`src/rtl/eu_speriph_plug_arbiter.sv`:
```
// eu_speriph_plug_arbiter: merges NB_PLUGS speriph slave plugs onto the
// event unit port with a hold lock, selection and an in-order owner FIFO.
// Optional: EU_PLUG_ARB_ROUND_ROBIN_EN selects round-robin, else fixed
// priority (lowest index wins).
// Ports: slv_* per-plug request in / grant + response out,
//        mst_* event-unit request out / grant + response in,
//        busy_o (owner FIFO non-empty), err_o (sticky orphan response).
module eu_speriph_plug_arbiter #(
    parameter int unsigned NB_PLUGS        = 2,
    parameter int unsigned ID_WIDTH        = 5,
    parameter int unsigned MAX_OUTSTANDING = 2
) (
    input  logic                               clk_i,
    input  logic                               rst_ni,
    input  logic [NB_PLUGS-1:0]                slv_req_i,
    input  logic [NB_PLUGS-1:0][31:0]          slv_add_i,
    input  logic [NB_PLUGS-1:0]                slv_wen_i,
    input  logic [NB_PLUGS-1:0][31:0]          slv_wdata_i,
    input  logic [NB_PLUGS-1:0][3:0]           slv_be_i,
    input  logic [NB_PLUGS-1:0][ID_WIDTH-1:0]  slv_id_i,
    output logic [NB_PLUGS-1:0]                slv_gnt_o,
    output logic [NB_PLUGS-1:0]                slv_r_valid_o,
    output logic [31:0]                        slv_r_rdata_o,
    output logic                               slv_r_opc_o,
    output logic [ID_WIDTH-1:0]                slv_r_id_o,
    output logic                               mst_req_o,
    output logic [31:0]                        mst_add_o,
    output logic                               mst_wen_o,
    output logic [31:0]                        mst_wdata_o,
    output logic [3:0]                         mst_be_o,
    output logic [ID_WIDTH-1:0]                mst_id_o,
    input  logic                               mst_gnt_i,
    input  logic                               mst_r_valid_i,
    input  logic [31:0]                        mst_r_rdata_i,
    input  logic                               mst_r_opc_i,
    input  logic [ID_WIDTH-1:0]                mst_r_id_i,
    output logic                               busy_o,
    output logic                               err_o
);

    localparam int unsigned IDX_W = (NB_PLUGS > 1) ? $clog2(NB_PLUGS) : 1;
    localparam int unsigned PTR_W = (MAX_OUTSTANDING > 1) ? $clog2(MAX_OUTSTANDING) : 1;
    localparam int unsigned CNT_W = $clog2(MAX_OUTSTANDING + 1);
    localparam logic [IDX_W-1:0] LAST_PLUG = IDX_W'(NB_PLUGS - 1);
    localparam logic [PTR_W-1:0] LAST_PTR  = PTR_W'(MAX_OUTSTANDING - 1);
    localparam logic [CNT_W-1:0] FULL_CNT  = CNT_W'(MAX_OUTSTANDING);

    logic                 lock_v_q;
    logic [IDX_W-1:0]     lock_idx_q;
    logic [IDX_W-1:0]     fifo_q [MAX_OUTSTANDING];
    logic [PTR_W-1:0]     wr_q, rd_q;
    logic [CNT_W-1:0]     cnt_q, cnt_d;
    logic                 err_q;
`ifdef EU_PLUG_ARB_ROUND_ROBIN_EN
    logic [IDX_W-1:0]     rr_q;
`endif

    logic [IDX_W-1:0]     sel, sel_nxt, head;
    logic                 full, lock_hit, hs, pop;

    assign full     = (cnt_q == FULL_CNT);
    assign lock_hit = lock_v_q && slv_req_i[lock_idx_q];
    assign mst_req_o = (|slv_req_i) && !full;
    assign hs       = mst_req_o && mst_gnt_i;
    assign pop      = mst_r_valid_i && (cnt_q != '0);
    assign head     = fifo_q[rd_q];
    assign sel_nxt  = (sel == LAST_PLUG) ? '0 : sel + 1'b1;

    always_comb begin
        int   j;
        logic found;
        sel   = '0;
        found = 1'b0;
        j     = 0;
        if (lock_hit) begin
            sel = lock_idx_q;
        end else begin
`ifdef EU_PLUG_ARB_ROUND_ROBIN_EN
            // scan starting at the pointer, wrapping at NB_PLUGS
            for (int i = 0; i < int'(NB_PLUGS); i++) begin
                j = int'(rr_q) + i;
                if (j >= int'(NB_PLUGS)) j = j - int'(NB_PLUGS);
                if (!found && slv_req_i[IDX_W'(j)]) begin
                    sel   = IDX_W'(j);
                    found = 1'b1;
                end
            end
`else
            for (int i = int'(NB_PLUGS) - 1; i >= 0; i--) begin
                if (slv_req_i[IDX_W'(i)]) begin
                    sel   = IDX_W'(i);
                    found = 1'b1;
                end
            end
`endif
        end
    end

    assign mst_add_o   = mst_req_o ? slv_add_i[sel]   : '0;
    assign mst_wen_o   = mst_req_o ? slv_wen_i[sel]   : 1'b0;
    assign mst_wdata_o = mst_req_o ? slv_wdata_i[sel] : '0;
    assign mst_be_o    = mst_req_o ? slv_be_i[sel]    : '0;
    assign mst_id_o    = mst_req_o ? slv_id_i[sel]    : '0;

    always_comb begin
        slv_gnt_o     = '0;
        slv_r_valid_o = '0;
        if (hs)  slv_gnt_o[sel]      = 1'b1;
        if (pop) slv_r_valid_o[head] = 1'b1;
    end

    assign slv_r_rdata_o = mst_r_rdata_i;
    assign slv_r_opc_o   = mst_r_opc_i;
    assign slv_r_id_o    = mst_r_id_i;

    always_comb begin
        cnt_d = cnt_q;
        unique case ({hs, pop})
            2'b10:   cnt_d = cnt_q + 1'b1;
            2'b01:   cnt_d = cnt_q - 1'b1;
            default: cnt_d = cnt_q;
        endcase
    end

    always_ff @(posedge clk_i or negedge rst_ni) begin
        if (!rst_ni) begin
            lock_v_q   <= 1'b0;
            lock_idx_q <= '0;
            wr_q       <= '0;
            rd_q       <= '0;
            cnt_q      <= '0;
            err_q      <= 1'b0;
            for (int i = 0; i < int'(MAX_OUTSTANDING); i++) fifo_q[i] <= '0;
`ifdef EU_PLUG_ARB_ROUND_ROBIN_EN
            rr_q       <= '0;
`endif
        end else begin
            cnt_q <= cnt_d;
            if (hs) begin
                fifo_q[wr_q] <= sel;
                wr_q         <= (wr_q == LAST_PTR) ? '0 : wr_q + 1'b1;
                lock_v_q     <= 1'b0;
`ifdef EU_PLUG_ARB_ROUND_ROBIN_EN
                rr_q         <= sel_nxt;
`endif
            end else if (mst_req_o) begin
                // waiting requester keeps the port until granted
                lock_v_q   <= 1'b1;
                lock_idx_q <= sel;
            end else if (lock_v_q && !slv_req_i[lock_idx_q]) begin
                lock_v_q <= 1'b0;
            end
            if (pop) rd_q <= (rd_q == LAST_PTR) ? '0 : rd_q + 1'b1;
            if (mst_r_valid_i && cnt_q == '0) err_q <= 1'b1;
        end
    end

    assign busy_o = (cnt_q != '0);
    assign err_o  = err_q;

endmodule

```
`config.mk`:
```
export PLATFORM = sky130hd
export DESIGN_NAME = eu_speriph_plug_arbiter
export DESIGN_NICKNAME = d
export VERILOG_FILES = /design/src/rtl/eu_speriph_plug_arbiter.sv
export SDC_FILE = /design/constraint.sdc
export NUM_CORES = 1
export LEC_CHECK = 0
export CELL_PAD_IN_SITES_DETAIL_PLACEMENT = 1
export CELL_PAD_IN_SITES_GLOBAL_PLACEMENT = 1
export CORE_MARGIN = 4
export CORE_UTILIZATION = 12
export CTS_BUF_LIST = sky130_fd_sc_hd__clkbuf_8
export DETAILED_ROUTE_END_ITERATION = 7
export PLACE_DENSITY = 0.94
export SYNTH_ARGS = -nofsm -noshare
export SYNTH_HDL_FRONTEND = slang
export SYNTH_SLANG_ARGS = --single-unit
```
`constraint.sdc`:
```
create_clock -name clk_i -period 3.8 [get_ports clk_i]
set_input_delay 0.95 -clock clk_i [delete_from_list [all_inputs] [get_ports clk_i]]
set_output_delay 0.95 -clock clk_i [all_outputs]
set_load 0.03 [all_outputs]
```
==> impl_metrics.tcl, run 1 <==
set metrics [dict create \
    antenna_found_initial 0 \
    dieArea_um2 17000 \
    main_combinational_cell_family_by_area_after_synthesis "simple AND/OR/NAND/NOR gates" \
    postSynthCellCount 330 \
    groute.usage.overall_pct 11.1 \
    cp_top_family "buffers and inverters" \
    synthesis.nets 522 \
    crit_fanout 43 \
    min_path_cells 1 \
    critical_path.max_stage_delay_ns 0.67 \
    final_period_minus_worst_setup_slack_ns 3.64 \
    met3_usage_pct 3.33 \
    drv_cap 0 \
    post_synth_instance_area_um2 1800 \
    drc_errors 0 \
    setup.worst_path.end_class "primary output" \
    cts_inserted_buffers 3 \
    detailedRoute.firstPassIterationCount 4 \
    grt_max_degree 44 \
    report.final.hold_viol_count 0 \
    outcome "finished, final reports clean" \
    postLayoutSetupSlackWorst_ns 0.164 \
    detailroute.via_count 2917 \
    synth_adder_area_share_pct 0 \
    min_from "err_o$_DFFE_PN0P_" \
    crit_path_start_kind "input port" \
    coreArea_um2 14600 \
    worst_r2r_end "lock_idx_q$_DFFE_PN0P_" \
    dpl_worst_slack_ns 0.144 \
    floorplan.initialDensity_pct 12.3 \
    cts_tree "done" \
    worst-endpoint-arrival_ns 2.69 \
    avgSynthCellArea_um2 5.45 \
    drive_above_1_share_pct 18.2 \
    timing_worst_slew_pin_value_ns 0.623 \
    share_of_the_synthesized_area_in_compound_gates_ao_oa_aoi_oai_pct 23.5 \
    worst-endpoint-required_ns 2.85 \
    synthFlopType "sky130_fd_sc_hd__dfrtp_1" \
    area_share_of_and_or_nand_nor_cells_after_synthesis_pct 35.4 \
    synth-xor-area-share_pct 1.46 \
    clock-sinks 9 \
    dpl.hpwl_mm 9.21 \
    finalSetupViolations 0 \
    drt_wl_total_mm 10.7 \
    timing.setup.tns_ns 0 \
    grt_pass1_wl_mm 15.0 \
    max_slew_headroom_pct 58.0 \
    synthArstFlopShare_pct 100 \
    post_synth_num_cell_types 25 \
    grt_most_used_layer "met2" \
    gp_congestion 0.709 \
    report.final.slew_viol_count 0 \
    timing.reg2reg.worst_path_depth 3 \
    powerDensity_nw_per_um2 339 \
    met2_usage_pct 20.9 \
    max_freq_ghz 0.275 \
    holdBufCountCts 0 \
    synth-warning-count 0 \
    area_growth_syn_to_layout_pct 127 \
    ctsLongestPathBuffers 2 \
    cts.clk_slew.worst_paths_ns 0.05 \
    insertedDiodeCount 0 \
    power_mw 1.38 \
    post-route-period-util_pct 95.7 \
    worst_skew_pair.late_latency_ns 0.23 \
    routedWlPerCell_um 15.5 \
    number_of_buffers_and_inverters_on_the_critical_path 3 \
    cts_root_buf "sky130_fd_sc_hd__clkbuf_8" \
    finish.cell_count_without_fillers 694 \
    placed_cells 690 \
    unrepaired_setup_endpoints_after_global_routing "no" \
    placedInstanceArea_um2 4030 \
    numPortBuffers 234 \
    hold-path-endpoint "err_o$_DFFE_PN0P_" \
    cts_resized 0 \
    synth_sequential_area_ratio_pct 12.5 \
    drt-initial-drc-count 36 \
    leakagePower_nw 1.77 \
    yosys-top-cells-area "sky130_fd_sc_hd__nand2_1 31%, sky130_fd_sc_hd__a21oi_1 21%, sky130_fd_sc_hd__buf_4 17%, sky130_fd_sc_hd__dfrtp_1 13%, sky130_fd_sc_hd__buf_2 4.2%" \
    postLayoutCellArea_um2 4080 \
    final.setup_skew_ns 0.00108 \
    cp_slowest_cell "sky130_fd_sc_hd__clkdlybuf4s50_1" \
    ant_nets 0 \
    groute.layer.met1.usage_pct 11.6 \
    most_prevalent_standard_cell_on_the_critical_path "sky130_fd_sc_hd__buf_12" \
    layout.nets 703 \
    die_width_um 130 \
    peakVddDrop_mv 0.155 \
    r2r_setup_slack_ns 2.40 \
    muxShareOfSynthArea_pct 3.62 \
    cts.htree.levels 1 \
    grt_pass1_vias 2924 \
    critical_path.cell_chain "clkdlybuf4s50_1 > and3_2 > buf_12 > nand2_1 > a21oi_1 > buf_12" \
    detail_route.vias_per_cell 4.20 \
    gr-total-overflow 0 \
    synth-seq-cells 9 \
    post-cts-setup-buffer-count 0 \
    dieHeight_um 130 \
    synth_edf_count 0 \
    hold_path_class "flip-flop to flip-flop" \
    placementRows 44 \
    synth_top_area_share_pct 31.1 \
    synth_area_leader_cell "sky130_fd_sc_hd__nand2_1" \
    critical_path_class "input port to primary output" \
    io_pins 311 \
    r2r_start "cnt_q[1]$_DFFE_PN0P_" \
]
worst max-delay path by stage:
| stage | startpoint | end | slack, ns | cells past startpoint |
|---|---|---|---|---|
| after floorplan | slv_req_i[1] | mst_wdata_o[0] | 0.78 | 5 |
| after global placement | slv_req_i[1] | mst_add_o[23] | 0.24 | 6 |
| after detailed placement | slv_req_i[1] | mst_add_o[23] | 0.14 | 6 |
| after CTS | slv_req_i[1] | mst_add_o[23] | 0.14 | 6 |
| after global routing | slv_req_i[1] | mst_add_o[23] | 0.07 | 6 |
| final | slv_req_i[1] | mst_add_o[23] | 0.16 | 6 |
flip-flops by register name, indices dropped and copies added (netlist names):
signal	cells
cnt_q	2
err_o	1
fifo_q	2
lock_idx_q	1
lock_v_q	1
rd_q	1
wr_q	1
power by group:
group	total (mW)	internal (mW)	switching (mW)
Clock	0.111	0.0706	0.0403
Sequential	0.150	0.121	0.0291
Combinational	1.12	0.498	0.623
Total	1.38	0.690	0.692
cells by family after synthesis:
logic type / count (synthesis)
xor+xnor: 3
mux: 6
compound gates: 82
simple gates: 164
flops: 9
buf+inv: 66
cell type report:
| type | count | area (um2) |
|---|---|---|
| clock inverter | 1 | 3.75 |
| sequential | 9 | 225 |
| timing repair buffer | 240 | 2400 |
| multi-input combinational | 255 | 1170 |
| tap | 184 | 230 |
| fill | 1806 | 10500 |
| clock buffer | 3 | 41.3 |
| inverter | 2 | 7.51 |
Yosys cell counts (2+ instances only):
library cell / number
sky130_fd_sc_hd__and3_1: 2
sky130_fd_sc_hd__inv_1: 2
sky130_fd_sc_hd__buf_2: 15
sky130_fd_sc_hd__nor2b_1: 2
sky130_fd_sc_hd__nand3_1: 2
sky130_fd_sc_hd__mux2i_1: 2
sky130_fd_sc_hd__nand2_1: 149
sky130_fd_sc_hd__nor3_1: 4
sky130_fd_sc_hd__nor2_1: 4
sky130_fd_sc_hd__a21oi_1: 75
sky130_fd_sc_hd__mux2_2: 4
sky130_fd_sc_hd__clkbuf_1: 7
sky130_fd_sc_hd__o21ai_0: 2
sky130_fd_sc_hd__buf_4: 40
sky130_fd_sc_hd__dfrtp_1: 9
sky130_fd_sc_hd__xnor2_1: 2
per-layer routing:
metal,vias up,wire (um)
met5,-,0
met4,0,328
met3,34,1250
met2,181,5430
met1,1318,3740
li1,1384,-
through the flow:
stage	hold slack [ns]	util, %
after floorplan	0.464	-
after global placement	0.439	27.7
after detailed placement	0.448	27.7
after CTS	0.458	28.0
after global routing	0.469	28.0
final	0.464	28.0
cells in the final DEF, fill, tap and decap left out, types with 3 or more instances in the layout:
cell type	n
sky130_fd_sc_hd__a21oi_1	75
sky130_fd_sc_hd__buf_12	16
sky130_fd_sc_hd__buf_4	66
sky130_fd_sc_hd__clkbuf_8	3
sky130_fd_sc_hd__clkdlybuf4s50_1	158
sky130_fd_sc_hd__dfrtp_1	9
sky130_fd_sc_hd__inv_1	3
sky130_fd_sc_hd__mux2_2	4
sky130_fd_sc_hd__nand2_1	149
sky130_fd_sc_hd__nor2_1	4
sky130_fd_sc_hd__nor3_1	4
(Power assumes the default switching activity.)
==> run 2, diff against run 1 <==
Settings changed: CTS_CLUSTER_DIAMETER from default to 150.
==> results of run 2 <==
The final DEF is identical to that of run 1; final timing and power are the same.
==> run 3, diff against run 2 <==
Settings changed: CORE_ASPECT_RATIO from default to 0.7.
==> impl_metrics.tcl, run 3 (synthesis results as in run 1) <==
set metrics [dict create \
    critical_path_class "input port to primary output" \
    grt_pass1_vias 3040 \
    dieHeight_um 110 \
    coreArea_um2 14700 \
    comb_power_share_pct 80.2 \
    clock_power_share_pct 8.7 \
    post-route-period-util_pct 93.1 \
    internal_power_mw 0.644 \
    insertedDiodeCount 0 \
    timing.setup.tns_ns 0 \
    dieArea_um2 17000 \
    cts.clk_slew.worst_paths_ns 0.05 \
    cp_slowest_cell "sky130_fd_sc_hd__clkdlybuf4s50_1" \
    layout.nets 706 \
    most_prevalent_standard_cell_on_the_critical_path "sky130_fd_sc_hd__clkdlybuf4s50_1" \
    gp_congestion 0.758 \
    power.switching_mw 0.679 \
    unrepaired_setup_endpoints_after_global_routing "no" \
    leakagePower_nw 1.74 \
    detail_route.vias_per_cell 4.05 \
    floorplan.initialDensity_pct 12.3 \
    grt_max_degree 44 \
    cts_inserted_buffers 3 \
    detailroute.via_count 2869 \
    drive_above_1_share_pct 18.5 \
    seqPwrFrac_pct 11.1 \
    timing_worst_slew_pin_value_ns 0.460 \
    layout_common_cells "160 x sky130_fd_sc_hd__clkdlybuf4s50_1, 149 x sky130_fd_sc_hd__nand2_1, 77 x sky130_fd_sc_hd__buf_4" \
    grt_pass1_wl_mm 15.4 \
    switching_share_of_power_pct 51.3 \
    dpl.hpwl_mm 8.44 \
    crit_fanout 6 \
    report.final.hold_viol_count 0 \
    timing.reg2reg.worst_path_depth 3 \
    drt-initial-drc-count 77 \
    cp_top_family "buffers and inverters" \
    r2r_start "cnt_q[1]$_DFFE_PN0P_" \
    number_of_buffers_and_inverters_on_the_critical_path 3 \
    report.final.slew_viol_count 0 \
    cts_resized 0 \
    drc_errors 0 \
    antenna_found_initial 0 \
    fin_util_pct 27.2 \
    routedWlPerCell_um 14.2 \
    die_width_um 154 \
    postLayoutCellArea_um2 3990 \
    worst_r2r_end "lock_idx_q$_DFFE_PN0P_" \
    outcome "finished, final reports clean" \
    hold-path-endpoint "err_o$_DFFE_PN0P_" \
    powerDensity_nw_per_um2 332 \
    io_pins 311 \
    clock-sinks 9 \
    worst_skew_pair.late_latency_ns 0.24 \
    worst-endpoint-required_ns 2.85 \
    placementRows 37 \
    final.setup_skew_ns 0.000695 \
    cts_tree "done" \
    placedInstanceArea_um2 3940 \
    peakVddDrop_mv 0.335 \
    max_freq_ghz 0.283 \
    post-cts-setup-buffer-count 0 \
    critical_path.max_stage_delay_ns 0.69 \
    min_from "err_o$_DFFE_PN0P_" \
    final_period_minus_worst_setup_slack_ns 3.54 \
    max_slew_headroom_pct 69.3 \
    r2r_setup_slack_ns 2.40 \
    min_path_cells 1 \
    drv_cap 0 \
    drt_wl_total_mm 10.0 \
    ctsLongestPathBuffers 2 \
    holdWs_ns 0.459 \
    critical_path.cell_chain "clkdlybuf4s50_1 > buf_4 > nand3_2 > nand2_1 > a21oi_1 > clkdlybuf4s50_1" \
    area_growth_syn_to_layout_pct 122 \
    hold_path_class "flip-flop to flip-flop" \
    numPortBuffers 234 \
    groute.usage.overall_pct 10.7 \
    crit_path_start_kind "input port" \
    mostFrequentLayoutCell "sky130_fd_sc_hd__clkdlybuf4s50_1" \
    gr-total-overflow 0 \
    finalSetupViolations 0 \
    cts_root_buf "sky130_fd_sc_hd__clkbuf_8" \
    worst-endpoint-arrival_ns 2.59 \
    setup.worst_path.end_class "primary output" \
    detailedRoute.firstPassIterationCount 4 \
    ant_nets 0 \
    cts.htree.levels 1 \
    holdBufCountCts 0 \
    largest_registers "cnt_q: 2 flops, fifo_q: 2 flops" \
]
==> run 3: area by class of cell <==
type	count	area, um2
multi-input combinational	255	1170
sequential	9	225
tap	195	244
clock inverter	1	5.00
clock buffer	3	41.3
fill	1831	10700
timing repair buffer	243	2300
inverter	2	7.51
==> run 3: routing by layer <==
layer	track usage (%)	vias to the layer above	wire (um)	share of wire, %
met5	1.79	-	0	0
met4	1.76	0	76	0.76
met3	4.97	8	1310	13
met2	18.7	173	4660	46
met1	12.0	1298	3990	40
li1	-	1390	-	-
==> run 3: per-stage QoR <==
step / std cells / setup WS [ns] / power, mW
3_3_place_gp: 704 / 0.259 / 1.20
3_5_place_dp: 704 / 0.272 / 1.22
4_1_cts: 708 / 0.257 / 1.34
5_1_grt: 708 / 0.105 / 1.40
2_1_floorplan: 330 / 0.778 / 0.781
6_report: 708 / 0.263 / 1.32
==> run 3: power by group through the flow <==
stage | registers [mW] | clock network, mW | logic, mW
2_1_floorplan | 0.141 | 0 | 0.640
3_3_place_gp | 0.146 | 0 | 1.06
3_5_place_dp | 0.148 | 0 | 1.07
4_1_cts | 0.147 | 0.120 | 1.08
5_1_grt | 0.152 | 0.124 | 1.13
6_report | 0.147 | 0.115 | 1.06
==> run 3: worst max-delay path by stage <==
stage | start | endpoint | cells past startpoint | slack (ns)
6_report | slv_req_i[1] | mst_wdata_o[27] | 6 | 0.26
3_5_place_dp | slv_req_i[1] | mst_id_o[2] | 6 | 0.27
4_1_cts | slv_req_i[1] | mst_id_o[2] | 6 | 0.26
2_1_floorplan | slv_req_i[1] | mst_wdata_o[0] | 5 | 0.78
3_3_place_gp | slv_req_i[1] | mst_id_o[2] | 6 | 0.26
5_1_grt | slv_req_i[1] | mst_wdata_o[27] | 6 | 0.10
==> run 3: worst reg2reg max path: stages, from the launching register on <==
cell and delay, ns:
sky130_fd_sc_hd__dfrtp_1 0.41, sky130_fd_sc_hd__nor2b_1 0.22, sky130_fd_sc_hd__nor3_1 0.27, sky130_fd_sc_hd__mux2_2 0.38
